## src/rtl/gate_share_arbiter_if.sv

```systemverilog
// gate_share_arbiter_if: requester, shared-unit and response signals of gate_share_arbiter
interface gate_share_arbiter_if #(
  parameter int NUM_REQ = 4,
  parameter int ID_W = $clog2(NUM_REQ)
);
  logic [NUM_REQ-1:0] req, req_a, req_b, gnt;
  logic unit_a, unit_b, unit_q, rsp_valid, rsp_data, busy;
  logic [ID_W-1:0] rsp_id;
  logic [7:0] op_count;
  modport master(output req, req_a, req_b, unit_q,
                 input gnt, unit_a, unit_b, rsp_valid, rsp_id, rsp_data, busy, op_count);
  modport slave(input req, req_a, req_b, unit_q,
                output gnt, unit_a, unit_b, rsp_valid, rsp_id, rsp_data, busy, op_count);
endinterface

```

## src/rtl/gate_share_arbiter.sv

```systemverilog
// gate_share_arbiter: round-robin sharing of one flopped gate unit; GATE_ARB_FIXED_PRIO_EN selects fixed priority
module gate_share_arbiter #(
  parameter int NUM_REQ = 4,
  parameter int ID_W = $clog2(NUM_REQ)
) (
  input logic clk,
  input logic rst,
  gate_share_arbiter_if.slave bus
);
  typedef enum logic [1:0] {IDLE, ISSUE, WAIT} state_t;
  state_t state;
  logic [ID_W-1:0] cur_id, win, idx;
`ifndef GATE_ARB_FIXED_PRIO_EN
  logic [ID_W-1:0] ptr;
`endif
  assign bus.busy = state != IDLE;
  // descending scan so the nearest candidate is the last one written
  always_comb begin
    win = '0;
    idx = '0;
`ifdef GATE_ARB_FIXED_PRIO_EN
    for (int i = NUM_REQ - 1; i >= 0; i--) begin
      idx = ID_W'(i);
      if (bus.req[idx]) win = idx;
    end
`else
    for (int i = NUM_REQ; i >= 1; i--) begin
      idx = ID_W'((int'(ptr) + i) % NUM_REQ);
      if (bus.req[idx]) win = idx;
    end
`endif
  end
  always_ff @(posedge clk or posedge rst) begin
    if (rst) begin
      state <= IDLE;
      bus.gnt <= '0;
      bus.unit_a <= 1'b0;
      bus.unit_b <= 1'b0;
      bus.rsp_valid <= 1'b0;
      bus.rsp_id <= '0;
      bus.rsp_data <= 1'b0;
      bus.op_count <= 8'd0;
      cur_id <= '0;
`ifndef GATE_ARB_FIXED_PRIO_EN
      ptr <= ID_W'(NUM_REQ - 1);
`endif
    end else begin
      bus.rsp_valid <= 1'b0;
      case (state)
        IDLE: begin
          bus.gnt <= '0;
          if (|bus.req) begin
            state <= ISSUE;
            bus.gnt <= NUM_REQ'(1) << win;
            bus.unit_a <= bus.req_a[win];
            bus.unit_b <= bus.req_b[win];
            cur_id <= win;
`ifndef GATE_ARB_FIXED_PRIO_EN
            ptr <= win;
`endif
          end
        end
        ISSUE: begin
          bus.gnt <= '0;
          state <= WAIT;
        end
        WAIT: begin
          bus.rsp_valid <= 1'b1;
          bus.rsp_id <= cur_id;
          bus.rsp_data <= bus.unit_q;
          bus.op_count <= bus.op_count + 8'd1;
          state <= IDLE;
        end
        default: state <= IDLE;
      endcase
    end
  end
endmodule

```

## src/flat_wrapper.sv

```systemverilog
// flat-port wrapper written by rule: the top's interface ports become plain ports
module gate_share_arbiter_flat 
#(
  parameter int NUM_REQ = 4,
  parameter int ID_W = $clog2(NUM_REQ)
)
  (clk, rst, bus_req, bus_req_a, bus_req_b, bus_unit_q, bus_gnt, bus_unit_a, bus_unit_b, bus_rsp_valid, bus_rsp_id, bus_rsp_data, bus_busy, bus_op_count);
  gate_share_arbiter_if #(.NUM_REQ(NUM_REQ), .ID_W(ID_W)) bus_i ();
  input logic clk;
  input logic rst;
  input wire logic [$bits(bus_i.req)-1:0] bus_req;
  input wire logic [$bits(bus_i.req_a)-1:0] bus_req_a;
  input wire logic [$bits(bus_i.req_b)-1:0] bus_req_b;
  input wire logic [$bits(bus_i.unit_q)-1:0] bus_unit_q;
  output wire logic [$bits(bus_i.gnt)-1:0] bus_gnt;
  output wire logic [$bits(bus_i.unit_a)-1:0] bus_unit_a;
  output wire logic [$bits(bus_i.unit_b)-1:0] bus_unit_b;
  output wire logic [$bits(bus_i.rsp_valid)-1:0] bus_rsp_valid;
  output wire logic [$bits(bus_i.rsp_id)-1:0] bus_rsp_id;
  output wire logic [$bits(bus_i.rsp_data)-1:0] bus_rsp_data;
  output wire logic [$bits(bus_i.busy)-1:0] bus_busy;
  output wire logic [$bits(bus_i.op_count)-1:0] bus_op_count;
  assign bus_i.req = bus_req;
  assign bus_i.req_a = bus_req_a;
  assign bus_i.req_b = bus_req_b;
  assign bus_i.unit_q = bus_unit_q;
  assign bus_gnt = bus_i.gnt;
  assign bus_unit_a = bus_i.unit_a;
  assign bus_unit_b = bus_i.unit_b;
  assign bus_rsp_valid = bus_i.rsp_valid;
  assign bus_rsp_id = bus_i.rsp_id;
  assign bus_rsp_data = bus_i.rsp_data;
  assign bus_busy = bus_i.busy;
  assign bus_op_count = bus_i.op_count;
  gate_share_arbiter #(.NUM_REQ(NUM_REQ), .ID_W(ID_W)) u_core (.clk(clk), .rst(rst), .bus(bus_i));
endmodule
```

## config.mk

```make
export PLATFORM = sky130hd
export DESIGN_NAME = gate_share_arbiter_flat
export DESIGN_NICKNAME = d
export VERILOG_FILES = /design/src/rtl/gate_share_arbiter_if.sv /design/src/rtl/gate_share_arbiter.sv /design/src/flat_wrapper.sv
export SDC_FILE = /design/constraint.sdc
export NUM_CORES = 1
export LEC_CHECK = 0
export ABC_AREA = 0
export ABC_CLOCK_PERIOD_IN_PS = 3910
export CAP_MARGIN = 20
export CORE_MARGIN = 1
export CORE_UTILIZATION = 49
export CTS_CLUSTER_DIAMETER = 150
export CTS_CLUSTER_SIZE = 14
export DETAILED_ROUTE_END_ITERATION = 7
export PLACE_DENSITY_LB_ADDON = 0.08
export SLEW_MARGIN = 20
export SYNTH_ARGS = -nofsm -noshare
export SYNTH_HDL_FRONTEND = slang
export SYNTH_SLANG_ARGS = --single-unit
export TNS_END_PERCENT = 5
```

## constraint.sdc

```tcl
create_clock -name clk -period 3.91 [get_ports clk]
set_input_delay 0.9775 -clock clk [delete_from_list [all_inputs] [get_ports clk]]
set_output_delay 0.9775 -clock clk [all_outputs]
set_load 0.005 [all_outputs]
```

Word level (Yosys, flattened, before mapping)
Index checks and enable logic that the tools add are counted.
Word-level totals
  bits in registers: 24
  output and inout port bits: 19
Operators by class
  $add $sub $neg: 5
  order comparisons: 5
  eq/ne operators: 3
  shifts and indexed selects: 1
  muxes and demuxes: 21
  reduce and logical (&&, ||, !) cells: 5
Operators with widths (count)
  less-than comparator 2 x 3 -> 1 bit, second input constant: 5
  binary-select mux 1 bit (select 2 bit): 6
  2-to-1 mux 2 bit: 5
  adder 8 x 1 -> 8 bit, second input constant: 1
  case mux 4 bit (2 select lines): 1
  2-to-1 mux 1 bit: 7
  adder 2 x 1 -> 2 bit, second input constant: 2
  adder 2 bit, second input constant: 2
  2-to-1 mux 4 bit: 1
  case mux 2 bit (2 select lines): 1
  nonzero test 2 bit: 2
  OR reduction 4 bit: 1
  << shifter 1 x 2 -> 4 bit, first input constant: 1
  == test 2 x 1 -> 1 bit, second input constant: 1
  == test 2 bit, second input constant: 1
  logical NOT 2 bit: 1
  inequality test 2 x 1 -> 1 bit, second input constant: 1
  AND reduction 2 bit: 1

Depth between registers and ports, before layout
  depth in word-level cells: 10
  gate-level depth with buffers: 6
  mapped depth without buffers: 6

Least setup slack after synthesis
Ideal clock, no wire load.
  path kind: input to register
  start: input port bus_req[2]
  end: register u_core.bus.unit_b
  setup time: 0.126 ns
  data arrival time: 2.134 ns
  path slack: 1.650 ns
  stages: 5
  cell sequence: nand2b_1 -> a21boi_2 -> o21ai_4 -> mux2_2 -> a221o_1
Between the ends
  longest elaborated chain between the ends: 8
  elaborated cells on any way between the ends: 16
  classes of those cells: mux (14); reduce/logical (2)
RTL lines
  start, declared: RTL line flat_wrapper.sv:11  | input wire logic [$bits(bus_i.req)-1:0] bus_req;
  binary-select mux 1 bit (select 2 bit): RTL line gate_share_arbiter.sv:29  | if (bus.req[idx]) win = idx;
  2-to-1 mux 1 bit (implied by the code): RTL line gate_share_arbiter.sv:29
  2-to-1 mux 2 bit (4 in series): RTL line gate_share_arbiter.sv:29
  binary-select mux 1 bit (select 2 bit): RTL line gate_share_arbiter.sv:56  | bus.unit_b <= bus.req_b[win];
  2-to-1 mux 1 bit (implied by the code): RTL line gate_share_arbiter.sv:56
  end signal, assigned: RTL line gate_share_arbiter.sv:56
  end, declared: RTL line gate_share_arbiter_if.sv:13  | output gnt, unit_a, unit_b, rsp_valid, rsp_id, rsp_data, busy, op_count);
Several ways; a longest one is shown, not always the timed one. The select of a mux whose other input is x is not followed.
A chain may end at the register's enable or synchronous reset.

Worst setup path after layout
  start: register u_core.state[1]
  end: output port bus_busy
Between the ends
  longest elaborated chain between the ends: 1
RTL lines
  start, declared: RTL line gate_share_arbiter.sv:11  | state_t state;
  start signal, assigned: RTL line gate_share_arbiter.sv:35  | state <= IDLE;
  start signal, assigned: RTL line gate_share_arbiter.sv:53  | state <= ISSUE;
  start signal, assigned: RTL line gate_share_arbiter.sv:65  | state <= WAIT;
  nonzero test 2 bit: RTL line gate_share_arbiter.sv:16  | assign bus.busy = state != IDLE;
  end, declared: RTL line flat_wrapper.sv:21  | output wire logic [$bits(bus_i.busy)-1:0] bus_busy;
No other way between the ends.

==> results.md <==
* Outcome: finished clean
* Grt ovf at 0
* Critical Path AT at 1.56 ns
* CTS max path bufs at 2
* Area added between synthesis and finish at 35.9%
* Clk_lat worst skew at 0.31 ns
* Worst vdd ir at 0.400 mV
* H-Tree Level Count at 1
* Clock power share at 11.9%
* Clk_skew at 0.00608 ns
* Worst Hold Class: reg2reg
* Slew HR at 43.1%
* CTS Hold Bufs at 0
* CTS tree: done
* Synthesized area per cell at 12.1 sq um
* Fin crit share at 65.0%
* TritonCTS Buffers at 3
* Place WS at 1.05 ns
* Vias in the first global route at 809
* Synth Register Bits at 24
* All-layer global routing usage at 19.7%
* Post-CTS sizing at 0
* Worst-case reg-to-reg path depth at 5
* DR pass1 iterations at 4
* Final-report max-slew violation count at 0
* Startpoint types: flop
* Syn Inst Count at 91
* Leakage at 0.647 nW
* Fillers at 155
* Pwr/cell area at 715 nW/um^2
* Clk Tree Root Cell: clkbuf_4
* Mapped Nets at 107
* Register area share after synthesis at 54.8%
* Min Tclk post-route at 2.54 ns
* Die extent in x at 49.4 um
* Share of the synthesized area in the top cell type at 50.1%
* Register share of total power at 42.4%
* Synth top area cells: dfrtp_1, mux2_2, dfstp_2, o31ai_4, nand2_1
* # rows at 16
* Starting Density at 53.9%
* Initial antenna violation count at 0
* Setup TNS at 0 ns
* Total wire length at 2030 um
* Die area at 2440 sq um
* Min-Delay Path Depth at 1
* Int Power at 0.714 mW
* Final hold violation count at 0
* Average wire per standard cell at 13.2 um
* Kind of critical path: reg2out
* Remaining antenna violation count at 0
* Die Y at 49.4 um
* Routed vias at 779
* Worst slew pin tran at 0.852 ns
* Crit path required time at 2.93 ns
* Final setup violating endpoints at 0
* Buffers on Ports at 33
* Inserted Diodes at 0
* Gate power share at 45.7%
* DRC Markers at 0
* Setup bufs post-CTS at 0
* DR vias/cell at 5.06
* Nets at 144
* Core area at 2040 sq um
* Global-route wire length before repair at 3590 um
* Crit Path Max Fanout at 7
* Synthesis Warnings at 0
* # IOs at 34
* Clock sinks at 24
* Largest net degree at the start of global routing at 25
* Netlist cell types at 28
* GPL Wtd Cong at 0.772
* CP Capture Type: output pin
* Post-synth top area cell: dfrtp_1
* Switching Fraction at 33.2%
* Worst Slack Setup Final at 1.37 ns
* Reg clk slew, reported paths at 0.13 ns
* Max-cap viol count at 0
* Layout cells sized above 1 at 18.1%
* Peak Freq at 393 MHz
* RSZ-0062 raised after global routing: no
* DP HPWL at 1550 um
* Cell area after synthesis at 1100 sq um
* Net Sw Power at 0.355 mW
* DR iter-0 viols at 16
layout by cell type (no fill, tap or decap), types with 3 or more instances in the layout:
cell type	count
xor2_1	3
mux2_2	5
nand3_1	5
nor2_1	8
xnor2_1	4
mux2i_1	3
clkbuf_4	3
dfrtp_1	22
nand2_1	10
clkdlybuf4s50_1	33
nor2b_1	3
kinds of logic after synthesis:
logic type                 share of synthesized area (%)
and+or+nand+nor                                     14.8
DFF                                                 54.8
AOI/OAI and AO/OA                                   12.6
muxes                                               9.21
xor gates and xnor gates                            5.57
buffers and inverters                               1.82
adders and majority gates                           1.14
layer usage:
metal / track usage, % / vias up / part of all wire, %
li1: - / 385 / -
met1: 25.2 / 371 / 45
met2: 32.9 / 21 / 50
met3: 4.05 / 2 / 4.3
met4: 7.14 / 0 / 1.1
met5: 0 / - / 0
synthesized netlist by cell type (all sizes together):
library cell	count
a21oi	1
buf	1
nand4	2
o21ai	3
a22o	1
nor2	8
dfrtp	22
nand3	5
nand2	10
a32o	1
a221o	2
o22a	1
ha	1
a21boi	1
o31ai	2
dfstp	2
mux2	6
or2	2
nor2b	3
and3b	1
xor2	3
nand2b	2
inv	4
mux2i	3
xnor2	4
power by group through the flow:
stage	Clock (mW)	Combinational, mW	Sequential (mW)
finish	0.127	0.489	0.453
global route	0.139	0.530	0.472
CTS	0.132	0.493	0.455
detailed placement	0	0.493	0.459
global placement	0	0.479	0.454
floorplan	0	0.264	0.450
flip-flops by register name, indices dropped and copies added, names as in the netlist:
register and flops:
u_core.bus.rsp_valid 1, u_core.bus.op_count 8, u_core.ptr 2, u_core.bus.rsp_data 1
u_core.bus.rsp_id 2, u_core.bus.gnt 4, u_core.bus.unit_a 1, u_core.state 2
u_core.cur_id 2, u_core.bus.unit_b 1
area by class of cell:
class | count | area, sq um | area share (%)
clock buffers | 4 | 36.3 | 2.43
flip-flops and latches | 24 | 603 | 40.3
well taps | 27 | 33.8 | 2.26
multi-input cells | 62 | 477 | 31.9
repair buffers | 33 | 330 | 22.1
inverters | 4 | 15.0 | 1.00
through the flow:
step | hold WS (ns) | cell area, sq um | total power [mW] | instances | utilization [%]
2_1_floorplan | 0.441 | 1100 | 0.713 | 91 | -
3_3_place_gp | 0.461 | 1460 | 0.933 | 150 | 71.4
6_report | 0.493 | 1500 | 1.07 | 154 | 73.2
5_1_grt | 0.533 | 1500 | 1.14 | 154 | 73.2
3_5_place_dp | 0.463 | 1460 | 0.952 | 150 | 71.4
4_1_cts | 0.495 | 1500 | 1.08 | 154 | 73.2
critical path, stage by stage (launching register included):
cell and delay [ns]:
dfrtp_1 0.48, nor2_1 0.26, inv_1 0.07, clkdlybuf4s50_1 0.44
final timing paths:
check / to / slack (ns) / startpoint
max: bus_busy / 1.37 / u_core.state[1]
min: u_core.bus.op_count[7] / 0.49 / u_core.bus.op_count[7]
max reg2reg: u_core.bus.unit_b / 1.99 / u_core.ptr[1]
min reg2reg: u_core.bus.op_count[7] / 0.49 / u_core.bus.op_count[7]
max in group asynchronous: u_core.cur_id[0] / 2.26 / rst
min in group asynchronous: u_core.bus.op_count[7] / 1.13 / rst
Power figures use the tool's default switching activity.
